==> config.mk <==
export PLATFORM = sky130hd
export DESIGN_NAME = mcp4811_dac_ctrl
export DESIGN_NICKNAME = d
export VERILOG_FILES = /design/src/rtl/mcp4811_dac_ctrl.sv
export SDC_FILE = /design/constraint.sdc
export NUM_CORES = 1
export LEC_CHECK = 0
export CORE_MARGIN = 3
export CORE_UTILIZATION = 40
export CTS_BUF_LIST = sky130_fd_sc_hd__clkbuf_4 sky130_fd_sc_hd__clkbuf_8
export CTS_CLUSTER_SIZE = 40
export DETAILED_ROUTE_END_ITERATION = 8
export PLACE_DENSITY = 0.58
export SYNTH_ARGS = -nofsm -noshare
export SYNTH_HDL_FRONTEND = slang
export SYNTH_SLANG_ARGS = --single-unit
==> constraint.sdc <==
create_clock -name clk -period 4.9 [get_ports clk]
set_clock_uncertainty 0.1 [all_clocks]
set_input_delay 0.49 -clock clk [delete_from_list [all_inputs] [get_ports clk]]
set_output_delay 0.49 -clock clk [all_outputs]
set_load 0.1 [all_outputs]
==> src/rtl/mcp4811_dac_ctrl.sv <==
// SPI write master for MCP4801/4811/4821 DACs: one code per handshake, 16-bit mode-0 frame,
// then a CS_n hold, a one-cycle gap and an LDAC_n strobe before the next code is accepted.
module mcp4811_dac_ctrl #(
  parameter int DAC_DATA_W = 10,
  parameter int SCK_DIV    = 2,
  parameter int LDAC_W     = 2
) (
  input  logic                  clk,
  input  logic                  rst,
  input  logic [DAC_DATA_W-1:0] din,
  input  logic                  din_valid,
  output logic                  din_ready,
  output logic                  done,
  output logic                  dac_cs_n,
  output logic                  dac_sck,
  output logic                  dac_sdi,
  output logic                  dac_ldac_n
);

  localparam int HALF_W  = (SCK_DIV > 1) ? $clog2(SCK_DIV) : 1;
  localparam int LDAC_CW = $clog2(LDAC_W + 1);

  generate
    if (DAC_DATA_W != 8 && DAC_DATA_W != 10 && DAC_DATA_W != 12) begin : g_bad_width
      $error("mcp4811_dac_ctrl: DAC_DATA_W must be 8, 10 or 12");
    end
    if (SCK_DIV < 1) begin : g_bad_div
      $error("mcp4811_dac_ctrl: SCK_DIV must be >= 1");
    end
    if (LDAC_W < 1) begin : g_bad_ldac
      $error("mcp4811_dac_ctrl: LDAC_W must be >= 1");
    end
  endgenerate

  typedef enum logic [1:0] {IDLE, SHIFT, CS_HOLD, LDAC} state_t;

  state_t              state;
  logic [HALF_W-1:0]   half_cnt;
  logic [3:0]          bit_cnt;
  logic [LDAC_CW-1:0]  ldac_cnt;
  logic [15:0]         shreg;
  logic [11:0]         code_aligned;
  logic [15:0]         frame;
  logic                half_last;

  // Narrower codes are left-aligned in the 12-bit data field; the low bits are don't-care pad.
  assign code_aligned = 12'(din) << (12 - DAC_DATA_W);
  assign frame        = {4'b0011, code_aligned};
  assign half_last    = (half_cnt == HALF_W'(SCK_DIV - 1));

  always_ff @(posedge clk or posedge rst) begin
    if (rst) begin
      state      <= IDLE;
      half_cnt   <= '0;
      bit_cnt    <= '0;
      ldac_cnt   <= '0;
      shreg      <= '0;
      din_ready  <= 1'b1;
      done       <= 1'b0;
      dac_cs_n   <= 1'b1;
      dac_sck    <= 1'b0;
      dac_sdi    <= 1'b0;
      dac_ldac_n <= 1'b1;
    end else begin
      done <= 1'b0;
      case (state)
        IDLE: begin
          if (din_valid && din_ready) begin
            state     <= SHIFT;
            din_ready <= 1'b0;
            dac_cs_n  <= 1'b0;
            dac_sdi   <= frame[15];
            shreg     <= {frame[14:0], 1'b0};
            half_cnt  <= '0;
            bit_cnt   <= '0;
          end
        end
        SHIFT: begin
          if (half_last) begin
            half_cnt <= '0;
            if (!dac_sck) begin
              dac_sck <= 1'b1;
            end else begin
              // Data moves only on the falling edge; after bit 15 the empty register shifts out 0.
              dac_sck <= 1'b0;
              dac_sdi <= shreg[15];
              shreg   <= {shreg[14:0], 1'b0};
              if (bit_cnt == 4'd15) begin
                state <= CS_HOLD;
              end else begin
                bit_cnt <= bit_cnt + 4'd1;
              end
            end
          end else begin
            half_cnt <= half_cnt + 1'b1;
          end
        end
        CS_HOLD: begin
          if (half_last) begin
            half_cnt <= '0;
            dac_cs_n <= 1'b1;
            ldac_cnt <= '0;
            state    <= LDAC;
          end else begin
            half_cnt <= half_cnt + 1'b1;
          end
        end
        LDAC: begin
          // First cycle here is the CS_n-high gap; LDAC_n then stays low for LDAC_W cycles.
          if (ldac_cnt == LDAC_CW'(LDAC_W)) begin
            dac_ldac_n <= 1'b1;
            done       <= 1'b1;
            din_ready  <= 1'b1;
            state      <= IDLE;
          end else begin
            dac_ldac_n <= 1'b0;
            ldac_cnt   <= ldac_cnt + 1'b1;
          end
        end
        default: state <= IDLE;
      endcase
    end
  end

endmodule
After elaboration in Yosys (flattened, before gate mapping):

Index checks and enable logic that the tools add are counted.
Widths: inputs -> output; s select.

* word-level logic and storage cells: 75
* output and inout bits: 6
* bits of input ports: 13
* flip-flop bits (word level): 31

* equal/unequal tests: 13
* $add $sub $neg: 3
* multiplexer cells: 32
* reductions and logical operators: 16

Operators with widths (count)
* $mux 16: 3
* $pmux 16 s2: 1
* $mux 2: 8
* $mux 4: 4
* $ne 2x2->1 const B: 8
* $reduce_bool 2->1: 5
* $mux 1: 9
* $reduce_and 3->1: 3
* $pmux 1 s2: 4
* $pmux 2 s4: 1
* $pmux 4 s2: 1
* $eq 2x2->1 const B: 3
* $reduce_and 6->1: 1
* $reduce_and 5->1: 1
* $add 4x1->4 const B: 1
* $eq 4x4->1 const B: 1
* $pmux 2 s2: 1
* $reduce_and 2->1: 2
* $reduce_and 4->1: 1
* $add 2x1->2 const B: 1
* $eq 2x1->1 const B: 1
* $logic_not 2->1: 1
* $reduce_or 2->1: 1
* $add 1x1->1 const B: 1
* $logic_and 1x1->1: 1

Longest topological paths before layout:

* depth after elaboration: 5
* gate-level depth with buffers: 8
* mapped depth without buffers: 5

Worst setup path after synthesis:

Ideal clock, no wire load.

* path kind: register to register
* from: register dac_sck
* to: register shreg[11]
* required time: 4.675 ns
* cell stages (with the launch flop): 6
* slack: 2.725 ns
* setup time: 0.125 ns
* buffers on the path: 2
* arrival time: 1.950 ns
* cells stage by stage: dfrtp_1 > and3_4 > buf_6 > o21a_4 > buf_6 > mux2_4

* longest elaborated chain between the ends: 2

Ends and longest elaborated chain
* from (decl): line 15 `output logic dac_sck,`
* from (signal assigned): line 61 `dac_sck <= 1'b0;`
* from (signal assigned): line 82 `dac_sck <= 1'b1;`
* from (signal assigned): line 85 `dac_sck <= 1'b0;`
* $ne 2x2->1 (no source line)
* $reduce_and 4->1 (no source line)
* to (signal assigned): line 73 `shreg <= {frame[14:0], 1'b0};`
* to (signal assigned): line 87 `shreg <= {shreg[14:0], 1'b0};`
* to (decl): line 41 `logic [15:0] shreg;`

Every way passes these cells.
A chain may end at the register's enable or synchronous reset.

Worst setup path after layout:

* from: register din_ready
* to: output port din_ready

RTL lines
* from (decl): line 12 `output logic din_ready,`
* from (signal assigned): line 58 `din_ready <= 1'b1;`
* from (signal assigned): line 70 `din_ready <= 1'b0;`
* from (signal assigned): line 113 `din_ready <= 1'b1;`

No word-level cell between the ends.

==> flow_summary.yaml <==
run_status:
  status: "finished, final reports clean"
yosys:
  synth_edf_count: 0
  synth_fa_ha_area_share_pct: 5.01
  ys_warn_count: 0
  postSynthAreaPerCell_um2: 11.9
  synth_compound_area_share_pct: 16.7
  synthCells: 126
  synth_top_family_by_area: "compound AO/OA/AOI/OAI gates"
  yosysSeqAreaShare_pct: 47.0
  synth-simple-area-share_pct: 8.68
  synth.distinct_cells: 40
  ys_ff_latch: 28
  synthXorXnorAreaFrac_pct: 0.584
  postSynth.asyncResetShare_pct: 100
  syn-cell-area_mm2: 0.00150
  synth_ff_type: "dfrtp_1"
  syn_nets: 145
  synthMuxAreaShare_pct: 16.5
die:
  fp.dieH_um: 67.2
  die_w_um: 67.2
  core_area_mm2: 0.00347
  dieArea_mm2: 0.00452
  row_count: 21
  pin_count: 19
  start_util_pct: 43.2
global_route:
  track_usage_pct: 13.8
  antenna_found_initial: 0
  grt_max_degree: 29
  grt_pass1_vias: 1033
  grt_overflow: 0
  grt_pass1_wl_um: 4710
sta:
  rsz0062_at_grt: "no"
  slew_viol_final: 0
  hold_violations: 0
  finalSetupTns_ps: 0
  finalCritPeriodShare_pct: 52.8
  slew_headroom_pct: 28.4
  holdWs_ps: 409
  tightest_slew_ps: 1070
  setup_violations: 0
  max_freq_ghz: 0.386
  fin_crit_ps: 2590
power_and_ir_drop:
  leakagePower_nw: 0.782
  power_density_mw_per_mm2: 247
  power_uw: 435
  irDropWorstVdd_mv: 0.0991
critical_path:
  slowest_delay_ps: 1140
  worst-setup-path-type: "flop to output pin"
  cp_slowest_cell: "clkdlybuf4s50_1"
  crit_buf_inv: 1
  worst_ep_required_time_ps: 4310
  path_cells: "clkdlybuf4s50_1"
  start_kind: "flop"
  worstSetupEndpointType: "output pin"
  worst-path-max-fanout: 6
  critPathTopFamily: "buffers and inverters"
  cp.arrival_ps: 2000
placement:
  port_buffers: 18
  gp_congestion: 0.870
  dp.cells: 184
  hpwl_um: 1890
  place_area_mm2: 0.00169
final_layout:
  antenna_cells: 0
  design_area_mm2: 0.00176
  synthToLayoutAreaGrowth_pct: 17.4
  drive_above_1_share_pct: 23.2
  fin_cells: 188
  final_nets: 162
hold_path:
  hold_class: "flop to flop"
detailed_routing:
  dr.pass1.iters: 3
  wl_um: 2690
  wl_per_cell_um: 14.3
  drc: 0
  ant_nets: 0
  drt-initial-drc-count: 74
  via_per_inst: 5.22
  vias: 981
clock_tree:
  cts_sinks: 28
  cts_setup_buffers: 0
  cts_resized: 0
  cts_hold_buf: 0
  cts_max_level: 1
  clockRootBuffer: "clkbuf_8"
  cts_buffers: 3
  cts_tree: "yes"
  clk-insertion-delay-late_ps: 280
  clk_path_buf_depth: 2
  clk_pin_slew_worst_paths_ps: 100
run:
  max-cap-violations: 0
through the flow:
stage / utilization, % / setup WS [ps]
5_1_grt: 50.7 / 2260
4_1_cts: 50.7 / 2300
3_5_place_dp: 48.7 / 2610
2_1_floorplan: - / 2720
3_3_place_gp: 48.7 / 2620
6_report: 50.7 / 2310
kinds of logic (layout without fill, tap and decap cells):
group                    Yosys count  count (layout)
AO/OA/AOI/OAI                     32              32
flip-flops                        28              28
AND/OR/NAND/NOR                   24              24
multiplexers                      20              20
buffers and inverters             15              31
adder cells (fa/ha/maj)            6               6
XOR/XNOR                           1               1
synthesized netlist by cell type (2+ instances only):
cell / n / area (um^2)
dfrtp_1: 25 / 626
mux2_2: 14 / 158
inv_1: 9 / 33.8
nand2_1: 7 / 26.3
ha_1: 6 / 75.1
mux2_4: 6 / 90.1
a22o_1: 5 / 43.8
o21ai_0: 5 / 25.0
a21oi_1: 4 / 20.0
buf_6: 3 / 33.8
dfstp_2: 3 / 78.8
nand3_1: 3 / 15.0
and2_1: 2 / 12.5
and3_1: 2 / 12.5
buf_2: 2 / 10.0
nand4_1: 2 / 12.5
nor2_1: 2 / 7.51
nor2b_1: 2 / 12.5
o211ai_1: 2 / 15.0
o22a_1: 2 / 17.5
state kept, by name, summed over array words and instances (netlist names):
| register | count |
|---|---|
| bit_cnt | 4 |
| dac_cs_n | 1 |
| dac_ldac_n | 1 |
| dac_sck | 1 |
| dac_sdi | 1 |
| din_ready | 1 |
| done | 1 |
| half_cnt | 1 |
| ldac_cnt | 2 |
| shreg | 13 |
| state | 2 |
layer usage:
layer | part of all wire [%] | vias to the layer above | global-route usage [%] | wire length, um
met1 | 51 | 479 | 19.4 | 1360
met4 | 0.52 | 0 | 4.56 | 14
li1 | - | 486 | - | -
met5 | 0 | - | 0 | 0
met3 | 2.8 | 2 | 2.00 | 74
met2 | 46 | 14 | 21.8 | 1240
final cells by class:
cell class,instances,area (um^2)
Clock buffer,3,41.3
Clock inverter,1,30.0
Fill cell,330,1710
Inverter,9,33.8
Multi-Input combinational cell,83,712
Sequential cell,28,704
Tap cell,46,57.6
Timing Repair Buffer,18,180
path summary, 6_finish.rpt:
check	start	endpoint	slack (ps)	depth (start not counted)
setup reg to reg	state[1]$_DFFE_PP0P_	shreg[8]$_DFFE_PP0P_	2630	5
hold reg to reg	shreg[15]$_DFFE_PP0P_	dac_sdi$_DFFE_PP0P_	410	1
setup / recovery	din_ready$_DFFE_PP1P_	din_ready	2310	1
min in group asynchronous	rst	shreg[9]$_DFFE_PP0P_	670	2
hold / removal	shreg[15]$_DFFE_PP0P_	dac_sdi$_DFFE_PP0P_	410	1
max in group asynchronous	rst	done$_DFF_PP0_	3380	2
cells in the final DEF (no fill, tap or decap), types with 3 or more instances in the layout:
| cell | instances |
|---|---|
| dfrtp_1 | 25 |
| clkdlybuf4s50_1 | 18 |
| mux2_2 | 14 |
| inv_1 | 9 |
| nand2_1 | 7 |
| mux2_4 | 6 |
| ha_1 | 6 |
| a22o_1 | 5 |
| o21ai_0 | 5 |
| a21oi_1 | 4 |
| nand3_1 | 3 |
| clkbuf_8 | 3 |
| dfstp_2 | 3 |
where the power goes:
part / internal, mW / leakage (nW) / switching (mW)
combinational: 0.0112 / 0.382 / 0.00709
sequential: 0.231 / 0.365 / 0
clock: 0.109 / 0.0357 / 0.0758
No activity file was read; power rests on OpenSTA's default activity.
